## src/rtl/dm_access_unit.sv

```systemverilog
// dm_access_unit: MEM-stage load/store initiator driving a word-wide data memory over req/ack.
// Handles byte-lane steering, load extension, misalignment detection and ack timeout.
`default_nettype none

module dm_access_unit #(
  parameter int ADDR_W      = 32,
  parameter int TIMEOUT_CYC = 16
) (
  input  logic              clk,
  input  logic              rst_n,
  input  logic              req_valid,
  output logic              req_ready,
  input  logic [5:0]        req_op,
  input  logic [ADDR_W-1:0] req_addr,
  input  logic [31:0]       req_wdata,
  output logic              resp_valid,
  output logic [31:0]       resp_rdata,
  output logic [1:0]        resp_err,
  output logic              stall,
  output logic              dm_req,
  output logic              dm_we,
  output logic [ADDR_W-1:0] dm_addr,
  output logic [3:0]        dm_be,
  output logic [31:0]       dm_wdata,
  input  logic [31:0]       dm_rdata,
  input  logic              dm_ack
);

  localparam int CNT_W = $clog2(TIMEOUT_CYC);

  typedef enum logic [1:0] {
    IDLE = 2'd0,
    REQ  = 2'd1,
    RESP = 2'd2
  } state_t;

  state_t           state, state_nx;
  logic [CNT_W-1:0] cnt;
  logic [1:0]       ld_size;
  logic             ld_uns;
  logic [1:0]       ld_lane;

  // op_size: 0 byte, 1 half, 2 word
  logic       op_legal, op_store, op_uns;
  logic [1:0] op_size;
  logic       misalign, accept, timeout_hit;
  logic [3:0] be_c;
  logic [31:0] wdata_c, shifted, load_ext;

  always_comb begin
    op_legal = 1'b1;
    op_store = 1'b0;
    op_uns   = 1'b0;
    op_size  = 2'd0;
    case (req_op)
      6'b100000: op_size = 2'd0;
      6'b100001: op_size = 2'd1;
      6'b100011: op_size = 2'd2;
      6'b100100: op_uns  = 1'b1;
      6'b100101: begin op_size = 2'd1; op_uns = 1'b1; end
      6'b101000: op_store = 1'b1;
      6'b101001: begin op_store = 1'b1; op_size = 2'd1; end
      6'b101011: begin op_store = 1'b1; op_size = 2'd2; end
      default:   op_legal = 1'b0;
    endcase
  end

  always_comb begin
    be_c    = 4'b1111;
    wdata_c = req_wdata;
    case (op_size)
      2'd0: begin
        wdata_c = {4{req_wdata[7:0]}};
        if (op_store) be_c = 4'b0001 << req_addr[1:0];
      end
      2'd1: begin
        wdata_c = {2{req_wdata[15:0]}};
        if (op_store) be_c = req_addr[1] ? 4'b1100 : 4'b0011;
      end
      default: ;
    endcase
  end

  assign misalign    = ((op_size == 2'd1) && req_addr[0]) ||
                       ((op_size == 2'd2) && (req_addr[1:0] != 2'b00));
  assign accept      = (state == IDLE) && req_valid && op_legal;
  assign timeout_hit = (cnt == CNT_W'(TIMEOUT_CYC - 1));

  // Selected lane is shifted down to bit 0 before extension
  assign shifted = dm_rdata >> {ld_lane, 3'b000};
  always_comb begin
    case (ld_size)
      2'd0:    load_ext = ld_uns ? {24'd0, shifted[7:0]}  : {{24{shifted[7]}}, shifted[7:0]};
      2'd1:    load_ext = ld_uns ? {16'd0, shifted[15:0]} : {{16{shifted[15]}}, shifted[15:0]};
      default: load_ext = dm_rdata;
    endcase
  end

  assign req_ready  = (state == IDLE);
  assign dm_req     = (state == REQ);
  assign resp_valid = (state == RESP);
  assign stall      = accept || (state == REQ);

  always_ff @(posedge clk or negedge rst_n) begin
    if (!rst_n) state <= IDLE;
    else        state <= state_nx;
  end

  always_comb begin
    state_nx = state;
    case (state)
      IDLE:    if (accept) state_nx = misalign ? RESP : REQ;
      REQ:     if (dm_ack || timeout_hit) state_nx = RESP;
      RESP:    state_nx = IDLE;
      default: state_nx = IDLE;
    endcase
  end

  always_ff @(posedge clk or negedge rst_n) begin
    if (!rst_n) begin
      cnt        <= '0;
      ld_size    <= 2'd0;
      ld_uns     <= 1'b0;
      ld_lane    <= 2'd0;
      dm_we      <= 1'b0;
      dm_addr    <= '0;
      dm_be      <= 4'd0;
      dm_wdata   <= 32'd0;
      resp_rdata <= 32'd0;
      resp_err   <= 2'b00;
    end else begin
      cnt <= (state == REQ) ? cnt + 1'b1 : '0;
      if (accept) begin
        ld_size    <= op_size;
        ld_uns     <= op_uns;
        ld_lane    <= req_addr[1:0];
        resp_rdata <= 32'd0;
        if (misalign) begin
          resp_err <= 2'b01;
        end else begin
          resp_err <= 2'b00;
          dm_we    <= op_store;
          dm_addr  <= {req_addr[ADDR_W-1:2], 2'b00};
          dm_be    <= be_c;
          dm_wdata <= wdata_c;
        end
      end else if (state == REQ) begin
        // Ack beats expiry when both land on the same edge
        if (dm_ack) begin
          resp_rdata <= dm_we ? 32'd0 : load_ext;
          resp_err   <= 2'b00;
        end else if (timeout_hit) begin
          resp_rdata <= 32'd0;
          resp_err   <= 2'b10;
        end
      end
    end
  end

endmodule

`default_nettype wire

```

## config.mk

```make
export PLATFORM = sky130hd
export DESIGN_NAME = dm_access_unit
export DESIGN_NICKNAME = d
export VERILOG_FILES = /design/src/rtl/dm_access_unit.sv
export SDC_FILE = /design/constraint.sdc
export NUM_CORES = 1
export LEC_CHECK = 0
export ABC_AREA = 1
export BUFFER_PORTS_ARGS = -buffer_cell sky130_fd_sc_hd__buf_2
export CORE_MARGIN = 5
export CORE_UTILIZATION = 45
export CTS_BUF_LIST = sky130_fd_sc_hd__clkbuf_8
export CTS_CLUSTER_DIAMETER = 40
export DETAILED_ROUTE_END_ITERATION = 7
export GPL_TIMING_DRIVEN = 0
export PLACE_DENSITY = 0.82
export SKIP_CTS_REPAIR_TIMING = 1
export SLEW_MARGIN = 20
export SYNTH_ARGS = -nofsm -noshare
export SYNTH_HDL_FRONTEND = slang
export SYNTH_SLANG_ARGS = --single-unit
```

## constraint.sdc

```tcl
create_clock -name clk -period 2.01 [get_ports clk]
set_input_delay 0 -clock clk [delete_from_list [all_inputs] [get_ports clk]]
set_output_delay 0 -clock clk [all_outputs]
set_load 0.02 [all_outputs]
```

==> impl_metrics.py <==
metrics = {
    "setup_path": {
        "arrival_ps": 2220,
        "cp.required_ps": 2350,
        "path_max_fanout": 10,
        "critPathKind": "reg2reg",
        "cp-start-kind": "flip-flop",
        "end_kind": "flip-flop",
    },
    "cts": {
        "cts_max_level": 3,
        "insertion_delay_ps": 400,
        "cts_tree": "built",
        "cts.sinks": 112,
        "cts_buffer_depth": 2,
        "cts_buffers": 9,
        "clkTransAtPathRegs_ps": 120,
        "root_buffer": "clkbuf_8",
    },
    "timing": {
        "rsz0062_at_grt": "no",
        "setup_violations": 0,
        "slew_headroom": 0.580,
        "fin_crit_sh": 0.933,
        "hold_viol": 11,
        "max_freq_mhz": 533,
        "fin_crit_ps": 1880,
        "worst_pin_slew_ps": 627,
        "fin_hold_ws_ps": -57.0,
        "skew_ps": 10.1,
        "slew_viol_final": 0,
        "setup_tns_ps": 0,
    },
    "synthesis": {
        "syn_area_mm2": 0.00588,
        "synth_cell_types": 29,
        "yosysSeqAreaShare": 0.476,
        "avgSynthCellArea_um2": 7.37,
        "yosysWarnings": 0,
        "ys_ff_latch": 112,
        "syn_inst": 798,
    },
    "placed_design": {
        "dp_cells": 1182,
        "io_buffers": 210,
        "gp_congestion": 0.976,
        "hpwl_mm": 14.5,
    },
    "floorplanning": {
        "core_mm2": 0.0127,
        "die_y_um": 124,
        "fp.dieArea_mm2": 0.0155,
        "initial_core_util": 0.463,
        "io_pins": 213,
        "rows": 41,
        "die_x_um": 124,
    },
    "hold_path": {
        "holdCritPathClass": "in2reg",
    },
    "grt": {
        "grt_pass1_wl_mm": 30.3,
        "grt_antenna_before_repair": 0,
        "grt_pass1_vias": 5964,
        "grt_max_degree": 82,
        "grt_use_total": 0.241,
        "overflow": 0,
    },
    "drt": {
        "vias_per_cell": 5.29,
        "drt-wirelength-per-cell_um": 16.5,
        "ant_nets": 0,
        "vias": 6667,
        "wl_mm": 20.8,
        "drt_iter0_markers": 696,
        "first_pass_iters": 5,
        "remaining_drc_errors": 0,
    },
    "layout": {
        "layout.cells.non_filler": 1261,
        "syn2layout_area_growth_pct": 36.3,
        "final_nets": 1190,
        "drive_above_1_share": 0.256,
    },
    "run_status": {
        "violations": "negative hold slack",
        "outcome": "complete, but fails checks",
    },
    "power_and_ir_drop": {
        "leakagePower_nw": 4.54,
        "ir_drop_mv": 0.629,
        "finalPower_w": 0.00800,
        "powerDensity_mw_per_mm2": 998,
    },
    "run": {
        "drv_cap": 0,
    },
}
==> logic make-up (layout without fill, tap and decap cells) <==
kind of cell	Yosys count	in the layout	share of synthesized area
simple gates	517	517	0.354
flops	112	112	0.476
buf+inv	85	374	0.0719
compound gates	80	80	0.0923
xor+xnor	2	2	0.00298
fa+ha+maj	1	1	0.00213
other cells	1	3	0.000637
==> cell usage in the layout (no fill, tap or decap), drive strengths merged, types with 17 or more instances in the layout <==
master         n
nand2        378
buf          243
dfrtp        112
nor2          69
dlygate4sd3   62
nand3         61
inv           36
o2111ai       31
o21ai         29
clkbuf        28
a21oi         17
==> final timing paths <==
check	start	to	slack [ps]	depth (start not counted)
max	ld_size[1]$_DFFE_PN0N_	resp_rdata[15]$_DFFE_PN0P_	130	7
min	req_wdata[8]	dm_wdata[8]$_DFFE_PN0P_	-60	5
max reg2reg	ld_size[1]$_DFFE_PN0N_	resp_rdata[15]$_DFFE_PN0P_	130	7
min reg2reg	dm_addr[5]$_DFFE_PN0P_	dm_addr[5]$_DFFE_PN0P_	480	2
max in group asynchronous	rst_n	dm_addr[14]$_DFFE_PN0P_	1270	3
min in group asynchronous	rst_n	resp_rdata[0]$_DFFE_PN0P_	50	2
==> stage by stage <==
step	utilization	instance area [µm²]	setup WS (ps)
2_1_floorplan	-	5890	601
3_3_place_gp	0.562	7150	-409
3_5_place_dp	0.565	7190	208
4_1_cts	0.581	7390	-91.8
5_1_grt	0.630	8020	21.6
6_report	0.630	8020	135
==> flip-flops by register name, indices dropped and copies added, names as in the netlist <==
| name | count |
|---|---|
| dm_addr | 30 |
| resp_rdata | 32 |
| ld_lane | 2 |
| resp_err | 2 |
| dm_be | 4 |
| dm_wdata | 32 |
| dm_we | 1 |
| state | 2 |
| cnt | 4 |
| ld_size | 2 |
| ld_uns | 1 |
==> synthesized netlist by cell type <==
library cell	count	area, µm²
o211ai_1	1	7.51
buf_1	2	7.51
conb_1	1	3.75
inv_1	31	116
buf_4	9	67.6
xnor2_1	1	8.76
nand3_2	1	10.0
nand2_1	375	1410
o211ai_4	1	21.3
ha_1	1	12.5
dfrtp_1	112	2800
nand2_2	3	18.8
a2bb2oi_1	1	8.76
o2111ai_1	31	272
nand3b_1	1	7.51
nor2_4	3	33.8
clkbuf_1	19	71.3
inv_2	3	11.3
or2_2	6	37.5
nand3_1	60	300
xor2_1	1	8.76
a21oi_1	16	80.1
nand4_2	1	12.5
a21oi_2	1	8.76
nand4_1	1	6.26
o21ai_0	29	145
buf_2	14	70.1
buf_6	7	78.8
nor2_1	66	248
==> final cells by class <==
cell class,count,area (µm²)
Antenna cell,1,2.50
Buffer,51,297
Clock buffer,9,124
Clock inverter,7,80.1
Fill cell,1099,4700
Inverter,34,128
Multi-Input combinational cell,602,2670
Sequential cell,112,2800
Tap cell,172,215
Timing Repair Buffer,273,1710
==> layer usage <==
| layer | wire length (µm) | share of wire | GRT usage | vias up |
|---|---|---|---|---|
| li1 | - | - | - | 3115 |
| met5 | 0 | 0 | 0 | - |
| met3 | 2320 | 0.11 | 0.0780 | 85 |
| met2 | 9730 | 0.47 | 0.387 | 433 |
| met4 | 895 | 0.043 | 0.0967 | 0 |
| met1 | 7890 | 0.38 | 0.300 | 3034 |
==> critical path, stage by stage (launching register included) <==
cell and delay (ps):
dfrtp_1 390, buf_2 190, inv_1 90, clkbuf_1 370
nand3_1 400, nand3_1 220, nand3_1 100, nand2_1 60
==> report_power, final <==
group | switching, W | internal [W] | leakage [nW]
sequential | 0.000368 | 0.00288 | 1.44
clock | 0.000859 | 0.000595 | 0.107
combinational | 0.00215 | 0.00116 | 3.00
total | 0.00337 | 0.00463 | 4.54
No activity file was read; power rests on OpenSTA's default activity.
